`config.mk`:
```
export PLATFORM = sky130hd
export DESIGN_NAME = cga_mac_ptlook
export DESIGN_NICKNAME = d
export VERILOG_FILES = /design/src/rtl/cga_mac_pkg.sv /design/src/rtl/cga_mac_ptlook_chk.sv /design/src/rtl/cga_mac_ptlook.sv
export SDC_FILE = /design/constraint.sdc
export NUM_CORES = 1
export LEC_CHECK = 0
export CORE_UTILIZATION = 40
export CTS_BUF_LIST = sky130_fd_sc_hd__clkbuf_2
export DETAILED_ROUTE_END_ITERATION = 8
export GPL_TIMING_DRIVEN = 0
export HOLD_SLACK_MARGIN = 0.12
export PLACE_DENSITY = 0.71
export SLEW_MARGIN = 30
export SYNTH_ARGS = -nofsm -noshare
export SYNTH_HDL_FRONTEND = slang
export SYNTH_SLANG_ARGS = --single-unit
```
`constraint.sdc`:
```
create_clock -name MCLK -period 2.3 [get_ports MCLK]
set_clock_uncertainty 0.05 [all_clocks]
set_input_delay 0.345 -clock MCLK [delete_from_list [all_inputs] [get_ports MCLK]]
set_output_delay 0.345 -clock MCLK [all_outputs]
set_load 0.03 [all_outputs]
```
`src/rtl/cga_mac_pkg.sv`:
```
// Shared definitions for the CGA MAC page-table lookup stage.
//   state_t    : lookup FSM states
//   FC_*       : fault codes reported on FCODE (0 = no fault)
//   *_B/*_MSB/*_LSB : field positions inside a 16-bit page-table entry
package cga_mac_pkg;

  typedef enum logic [1:0] {
    ST_IDLE  = 2'd0,
    ST_LOOK  = 2'd1,
    ST_CHECK = 2'd2,
    ST_RESP  = 2'd3
  } state_t;

  localparam logic [2:0] FC_NONE  = 3'd0;
  localparam logic [2:0] FC_NP    = 3'd1;  // page not present
  localparam logic [2:0] FC_RING  = 3'd2;  // ring violation
  localparam logic [2:0] FC_WR    = 3'd3;  // write not permitted
  localparam logic [2:0] FC_FETCH = 3'd4;  // fetch not permitted
  localparam logic [2:0] FC_RD    = 3'd5;  // read not permitted
  localparam logic [2:0] FC_TMO   = 3'd6;  // page-table RAM timeout

  localparam int WPM_B    = 15;
  localparam int RPM_B    = 14;
  localparam int FPM_B    = 13;
  localparam int RING_MSB = 10;
  localparam int RING_LSB = 9;
  localparam int PPN_MSB  = 8;
  localparam int PPN_LSB  = 0;

endpackage

```
`src/rtl/cga_mac_ptlook_chk.sv`:
```
// Combinational permit/ring fault-priority encoder.
// Ports:
//   entry : registered page-table entry (16 bits)
//   ring  : current ring of the access
//   wr    : access is a write
//   fetch : access is an instruction fetch
//   fault : any fault detected
//   fcode : highest-priority fault code (FC_NONE when clean)
module cga_mac_ptlook_chk
  import cga_mac_pkg::*;
(
  input  logic [15:0] entry,
  input  logic [1:0]  ring,
  input  logic        wr,
  input  logic        fetch,
  output logic        fault,
  output logic [2:0]  fcode
);

  // WIP and PGU are carried in the entry but not checked here.
  logic unused_bits;
  assign unused_bits = ^entry[12:11];

  always_comb begin
    fcode = FC_NONE;
    if (!entry[WPM_B] && !entry[RPM_B] && !entry[FPM_B])
      fcode = FC_NP;
    else if (ring < entry[RING_MSB:RING_LSB])
      fcode = FC_RING;
    else if (wr && !entry[WPM_B])
      fcode = FC_WR;
    else if (fetch && !entry[FPM_B])
      fcode = FC_FETCH;
    else if (!wr && !fetch && !entry[RPM_B])
      fcode = FC_RD;
    fault = (fcode != FC_NONE);
  end

endmodule

```
`src/rtl/cga_mac_ptlook.sv`:
```
// CGA MAC page-table lookup and permit-check stage.
// Reads one page-table entry per access over a PTRD/PTACK handshake, checks
// permit and ring bits, and returns PPN or a fault code with a DONE pulse.
// Optional feature macro: CGA_MAC_PTCACHE_EN (one-entry translation cache).
// Ports:
//   MCLK, RESETN            clock, asynchronous active-low reset
//   REQ, VA_15_10, WR, FETCH access request (REQ sampled only in IDLE)
//   PCR_15_7_2_0, PEX, XPT_1_0  page-table select and current ring
//   INVAL                   invalidates the cached translation
//   PTRD, PTADR             page-table RAM read request / address {pt, page}
//   PTACK, PTDATA           RAM data valid / entry
//   BUSY                    high whenever the FSM is not IDLE
//   DONE, FAULT, FCODE, PPN registered result, valid with the DONE pulse
// Handshake: PTRD stays high with PTADR steady until PTACK is sampled high on
// a rising edge; the entry is captured on that edge and PTRD drops with it.
module cga_mac_ptlook
  import cga_mac_pkg::*;
#(
  parameter int PG_W    = 6,
  parameter int PPN_W   = 9,
  parameter int TMO_CYC = 15
) (
  input  logic              MCLK,
  input  logic              RESETN,
  input  logic              REQ,
  input  logic [PG_W-1:0]   VA_15_10,
  input  logic              WR,
  input  logic              FETCH,
  input  logic [15:0]       PCR_15_7_2_0,
  input  logic              PEX,
  input  logic [1:0]        XPT_1_0,
  input  logic              INVAL,
  output logic              PTRD,
  output logic [2+PG_W-1:0] PTADR,
  input  logic              PTACK,
  input  logic [15:0]       PTDATA,
  output logic              BUSY,
  output logic              DONE,
  output logic              FAULT,
  output logic [2:0]        FCODE,
  output logic [PPN_W-1:0]  PPN
);

  state_t            state_q, state_d;
  logic [PG_W-1:0]   va_q;
  logic              wr_q, fetch_q;
  logic [1:0]        pt_q, ring_q;
  logic [15:0]       entry_q;
  logic [3:0]        tmo_cnt, cnt_inc;
  logic              fault_q;
  logic [2:0]        fcode_q;
  logic              timeout;
  logic              hit;
  logic [15:0]       cache_entry;
  logic [1:0]        pt_sel;
  logic              chk_fault;
  logic [2:0]        chk_fcode;

  logic unused_pcr;
  assign unused_pcr = ^{PCR_15_7_2_0[15:9], PCR_15_7_2_0[6:2]};

  assign pt_sel  = PEX ? XPT_1_0 : PCR_15_7_2_0[8:7];
  // Saturating increment: the counter must never wrap back to zero.
  assign cnt_inc = (tmo_cnt == 4'hF) ? tmo_cnt : tmo_cnt + 4'd1;

`ifdef CGA_MAC_PTCACHE_EN
  logic            c_valid;
  logic [1:0]      c_pt;
  logic [PG_W-1:0] c_page;
  logic [15:0]     c_entry;

  // INVAL on the same edge as a REQ forces a miss.
  assign hit         = c_valid && !INVAL && (c_pt == pt_sel) && (c_page == VA_15_10);
  assign cache_entry = c_entry;

  always_ff @(posedge MCLK or negedge RESETN) begin
    if (!RESETN) begin
      c_valid <= 1'b0;
      c_pt    <= '0;
      c_page  <= '0;
      c_entry <= '0;
    end else if (INVAL) begin
      c_valid <= 1'b0;
    end else if (state_q == ST_CHECK && !chk_fault) begin
      c_valid <= 1'b1;
      c_pt    <= pt_q;
      c_page  <= va_q;
      c_entry <= entry_q;
    end
  end
`else
  logic unused_inval;
  assign unused_inval = INVAL;
  assign hit          = 1'b0;
  assign cache_entry  = 16'h0000;
`endif

  cga_mac_ptlook_chk u_chk (
    .entry (entry_q),
    .ring  (ring_q),
    .wr    (wr_q),
    .fetch (fetch_q),
    .fault (chk_fault),
    .fcode (chk_fcode)
  );

  always_ff @(posedge MCLK or negedge RESETN) begin
    if (!RESETN) state_q <= ST_IDLE;
    else         state_q <= state_d;
  end

  always_comb begin
    state_d = state_q;
    timeout = 1'b0;
    case (state_q)
      ST_IDLE:  if (REQ) state_d = hit ? ST_CHECK : ST_LOOK;
      ST_LOOK: begin
        if (PTACK) begin
          state_d = ST_CHECK;
        end else if (cnt_inc == 4'(TMO_CYC)) begin
          state_d = ST_RESP;
          timeout = 1'b1;
        end
      end
      ST_CHECK: state_d = ST_RESP;
      ST_RESP:  state_d = ST_IDLE;
      default:  state_d = ST_IDLE;
    endcase
  end

  always_ff @(posedge MCLK or negedge RESETN) begin
    if (!RESETN) begin
      va_q    <= '0;
      wr_q    <= 1'b0;
      fetch_q <= 1'b0;
      pt_q    <= '0;
      ring_q  <= '0;
      entry_q <= '0;
      tmo_cnt <= '0;
      fault_q <= 1'b0;
      fcode_q <= FC_NONE;
      DONE    <= 1'b0;
      FAULT   <= 1'b0;
      FCODE   <= FC_NONE;
      PPN     <= '0;
    end else begin
      DONE <= 1'b0;
      case (state_q)
        ST_IDLE: begin
          if (REQ) begin
            va_q    <= VA_15_10;
            wr_q    <= WR;
            fetch_q <= FETCH;
            pt_q    <= pt_sel;
            ring_q  <= PCR_15_7_2_0[1:0];
            tmo_cnt <= '0;
            if (hit) entry_q <= cache_entry;
          end
        end
        ST_LOOK: begin
          if (PTACK) begin
            entry_q <= PTDATA;
          end else begin
            tmo_cnt <= cnt_inc;
            if (timeout) begin
              fault_q <= 1'b1;
              fcode_q <= FC_TMO;
            end
          end
        end
        ST_CHECK: begin
          fault_q <= chk_fault;
          fcode_q <= chk_fcode;
        end
        ST_RESP: begin
          DONE  <= 1'b1;
          FAULT <= fault_q;
          FCODE <= fcode_q;
          PPN   <= fault_q ? '0 : PPN_W'(entry_q[PPN_MSB:PPN_LSB]);
        end
        default: ;
      endcase
    end
  end

  assign PTRD  = (state_q == ST_LOOK);
  assign BUSY  = (state_q != ST_IDLE);
  assign PTADR = {pt_q, va_q};

endmodule

```
==> impl_metrics.ini, run 1 <==
[power_and_ir_drop]
power.static_leakage_nw = 1.27
powerDensity_nw_per_um2 = 1170
fin_total_pwr_mw = 3.48
ir_drop_v = 0.000522

[synthesis]
synth_fp_nets = 240
ys_ff_latch = 50
netlist_area_um2 = 2250
ys_warn_count = 0
synth_cell_type_count = 37
synthTopCellsByArea = dfrtp_1 (56%), mux2_1 (14%), ha_1 (3.9%)
avgSynthCellArea_um2 = 12.1
synth_area_leader_cell = dfrtp_1
synth_top_area_share_pct = 55.7
synth_cells = 185
seq_area_frac_synth_pct = 55.7

[setup_path]
slowest_delay_ns = 0.46
slowest_stage = dfrtp_1
cp.arrival_ns = 1.71
reg2reg_depth = 5
crit_chain = inv_1 -> ha_1 -> dlygate4sd2_1
path_max_fanout = 6
path_class = reg -> out
crit_required_ns = 1.90
cp-end-kind = output pin
crit_path_start_kind = flip-flop

[hold_path]
hold_class = in -> async

[grt]
grt-ovfl-total = 0
grt_pass1_vias = 1591
antenna_found_initial = 0
gr-usage-all-layers_pct = 16.1
grt_pass1_wl_um = 7330
grt_max_degree = 51

[floorplan]
fp.dieArea_um2 = 5920
ios = 72
die_y_um = 76.9
core_area_um2 = 5270
die_x_um = 76.9
initial_core_util_pct = 42.6
fp-row-count = 26

[clock_tree]
cts_setup_buffers = 0
cts.sinks = 50
htree_levels = 2
cts_max_path_buffers = 2
cts_tree = yes
cts-root-buf = clkbuf_2
cts_buffers = 5
insertion_delay_ns = 0.44
clk_pin_slew_ns = 0.24

[routing]
drc = 0
wl_um = 4230
ant_nets = 0
drtPass1Iterations = 4
vias = 1581
drt_iter0_markers = 59
viasPerCell = 4.93
wl_per_cell_um = 13.2

[final_layout]
layout_commonest_cell = clkdlybuf4s50_1
areaGrowthSynthToFinish_pct = 32.1
final_cell_mix = clkdlybuf4s50_1 (53), dfrtp_1 (50), mux2_1 (28)
final_util_pct = 56.3
drive_above_1_share_pct = 5.98
diodes = 0
final_nets = 305

[timing]
rsz0062_at_grt = false
setup_violations = 0
post-route-period-util_pct = 91.7
clock.fmax_ghz = 0.474
hold_viol = 0
relSlewSlack_pct = 68.8
slew_violations = 0
tightest_slew_ns = 0.467
period_needed_ns = 2.11
timing.hold.ws_ns = 0.328

[run_status]
outcome = complete, no violations

[place]
place_congestion = 0.728
dp.final_hpwl_um = 3070
port_buffers = 56

[run]
max_cap_violations = 0
[sequential cells by signal, summed over array words and instances, names as in the netlist]
| signal | cells |
|---|---|
| DONE | 1 |
| FAULT | 1 |
| FCODE | 3 |
| PPN | 9 |
| entry_q | 14 |
| fault_q | 1 |
| fcode_q | 3 |
| fetch_q | 1 |
| pt_q | 2 |
| ring_q | 2 |
| state_q | 2 |
| tmo_cnt | 4 |
| va_q | 6 |
| wr_q | 1 |
[cell families after synthesis]
family / after synthesis / share of synthesized area, %
AO/OA/AOI/OAI: 38 / 11.0
XOR/XNOR: 1 / 0.390
adder cells (fa/ha/maj): 7 / 3.90
buffers and inverters: 21 / 3.62
flip-flops: 50 / 55.7
multiplexers: 32 / 16.1
AND/OR/NAND/NOR: 36 / 9.25
[through the flow]
| stage | instance area [µm²] | cells | worst slack [ns] | setup TNS (ns) |
|---|---|---|---|---|
| floorplan | 2250 | 185 | 0.383 | 0 |
| global placement | 2890 | 311 | -0.653 | -32.52 |
| detailed placement | 2920 | 312 | 0.379 | 0 |
| CTS | 2970 | 321 | 0.167 | 0 |
| global route | 2970 | 321 | 0.0740 | 0 |
| finish | 2970 | 321 | 0.190 | 0 |
[critical path: cells and delay by family (launching register included)]
kind / cells / cell delay, ns
buf+inv: 2 / 0.56
flops: 1 / 0.46
fa+ha+maj: 1 / 0.27
[layer usage]
layer | vias up | routed length [µm] | track usage [%]
met5 | - | 0 | 0
met4 | 0 | 76 | 7.69
met3 | 6 | 210 | 4.64
met2 | 46 | 1910 | 25.1
met1 | 753 | 2030 | 20.5
li1 | 776 | - | -
[layout make-up]
cell class,instances,area (µm²)
Fill cell,494,2300
Sequential cell,50,1250
Multi-Input combinational cell,114,913
Timing Repair Buffer,58,593
Tap cell,70,87.6
Inverter,16,60.1
Clock buffer,5,25.0
Buffer,5,21.3
Clock inverter,3,16.3
[what timing repair did]
| action | 4_1_cts | 5_1_grt |
|---|---|---|
| hold buffers | 1 | 0 |
| gates resized for setup | 2 | 0 |
| hold endpoints to repair | 50 | 0 |
| endpoints found under the setup margin | 2 | 0 |
[path summary, 6_finish.rpt]
path | from | to | slack, ns
worst max-delay path | state_q[1] | PTRD | 0.19
worst min-delay path | RESETN | tmo_cnt[1] | 0.33
worst max register to register | tmo_cnt[0] | state_q[1] | 0.29
worst min register to register | ring_q[0] | ring_q[0] | 0.47
max in group asynchronous | RESETN | ring_q[1] | 1.65
min in group MCLK | VA_15_10[2] | va_q[2] | 0.41
[cell usage after synthesis, drive strengths merged]
master,number
a31o,1
nand2,9
nor2,2
or3,1
and2,2
buf,3
clkbuf,2
o22a,1
a32oi,1
and3,2
a31oi,1
ha,7
mux2,30
nand3b,10
nand3,1
inv,16
o21ai,17
xor2,1
nor3,2
a211oi,2
a41oi,1
o211a,2
o22ai,1
o31ai,1
a21o,1
nand2b,3
a32o,2
nor2b,3
and2b,1
a21oi,7
mux2i,2
dfrtp,50
[report_power, final]
part           total [mW]  internal (mW)  switching (mW)
sequential           1.44           1.24           0.204
clock               0.347         0.0691           0.277
combinational        1.69          0.768           0.922
Power figures use the tool's default switching activity.
==> run 2, diff against run 1 <==
- CORE_MARGIN: default -> 2
==> run 2 against run 1 <==
  * Setup slack lost 0.0013 ns
  * Critical path type unchanged
  * Sequential power is essentially flat
  * Sequential cell count is the same
  * Wire length shrank 0.14%
  * Largest cell class unchanged
  * Sequential share of layout area shrank 0.11 points
==> impl_metrics.ini, run 2 (synthesis results as in run 1) <==
[timing]
worst_slack_ns = 0.189
period_needed_ns = 2.11
rsz0062_at_grt = false
timing.hold.ws_ns = 0.187
post-route-period-util_pct = 91.8
relSlewSlack_pct = 68.6
fin_tns_setup_ns = 0
hold_viol = 0
setup_violations = 0
clock.fmax_ghz = 0.474
slew_violations = 0
tightest_slew_ns = 0.471

[floorplan]
initial_core_util_pct = 41.0
core_area_um2 = 5470
fp.dieArea_um2 = 6230
die_x_um = 78.9
fp-row-count = 27
die_y_um = 78.9
ios = 72

[routing]
drtPass1Iterations = 5
wl_per_cell_um = 13.1
drt_iter0_markers = 79
wl_um = 4220
viasPerCell = 4.99
vias = 1613
ant_nets = 0
drc = 0

[run]
max_cap_violations = 0

[power_and_ir_drop]
power.static_leakage_nw = 1.27
ir_drop_v = 0.000584
powerDensity_nw_per_um2 = 1170
fin_total_pwr_mw = 3.49

[setup_path]
cp-end-kind = output pin
crit_path_start_kind = flip-flop
crit_required_ns = 1.90
path_class = reg -> out
path_max_fanout = 6
cp.arrival_ns = 1.72

[final_layout]
diodes = 0
top_register = entry_q
final_cell_mix = clkdlybuf4s50_1 (53), dfrtp_1 (50), mux2_1 (28)
nFillCells = 510
multiInputGateArea_um2 = 913
layout_commonest_cell = clkdlybuf4s50_1
final_nets = 305
drive_above_1_share_pct = 5.98
areaGrowthSynthToFinish_pct = 32.5
largest_reg_flops = 14
layoutNonFillerInstCount = 323
seqCellArea_um2 = 1250
final_cell_area_um2 = 2980
reg_top3 = entry_q x14, PPN x9, va_q x6
final_util_pct = 54.4

[grt]
grt-ovfl-total = 0
grt_max_degree = 44
grt_pass1_wl_um = 6960
antenna_found_initial = 0
gr-usage-all-layers_pct = 14.3
grt_pass1_vias = 1521

[clock_tree]
clk_pin_slew_ns = 0.26
cts_buffers = 5
cts.sinks = 50
cts-root-buf = clkbuf_2
insertion_delay_ns = 0.43
cts_tree = yes
cts_max_path_buffers = 2
htree_levels = 2

[hold_path]
hold_class = in -> async

[place]
place_congestion = 0.756
dp.final_hpwl_um = 3170
pre_cts_ws_ns = 0.361
place_inst = 314
placed_area_um2 = 2920
port_buffers = 56

[run_status]
outcome = complete, no violations
==> run 2: worst max-delay path, stage by stage, from the launching register on <==
cell and delay (ns):
dfrtp_1 0.47, inv_1 0.14, ha_1 0.27, dlygate4sd2_1 0.42
==> run 2: worst paths after layout <==
check                                start         end  slack [ns]  depth (start not counted)
worst max-delay path            state_q[1]        PTRD        0.19                          3
worst min-delay path                RESETN      PPN[3]        0.19                          2
worst max register to register  tmo_cnt[0]  state_q[1]        0.32                          5
worst min register to register  entry_q[3]      PPN[3]        0.46                          2
max in group asynchronous           RESETN      PPN[0]        1.56                          3
min in group MCLK                PTDATA[2]  entry_q[2]        0.43                          2
==> run 2: what timing repair did <==
action | CTS | global route
endpoints found under the hold margin | 50 | 0
endpoints found under the setup margin | 2 | 0
resized for setup | 2 | 0
hold buffers | 1 | 0
setup buffers | 0 | 0
==> run 2: cell type report <==
class / instances / area share [%]
Sequential cell: 50 / 42.1
Timing Repair Buffer: 58 / 19.9
Inverter: 16 / 2.02
Buffer: 5 / 0.715
Clock buffer: 5 / 0.841
Multi-Input combinational cell: 114 / 30.7
Clock inverter: 3 / 0.715
Tap cell: 72 / 3.03
==> run 2: routing by layer <==
metal / routed length [µm] / global-route usage (%)
met1: 1970 / 18.9
met2: 1950 / 22.6
met3: 219 / 3.07
met4: 81 / 6.72
met5: 0 / 0
==> run 2: power breakdown <==
part	switching, mW	internal [mW]
logic	0.925	0.770
registers	0.204	1.24
clock network	0.277	0.0761
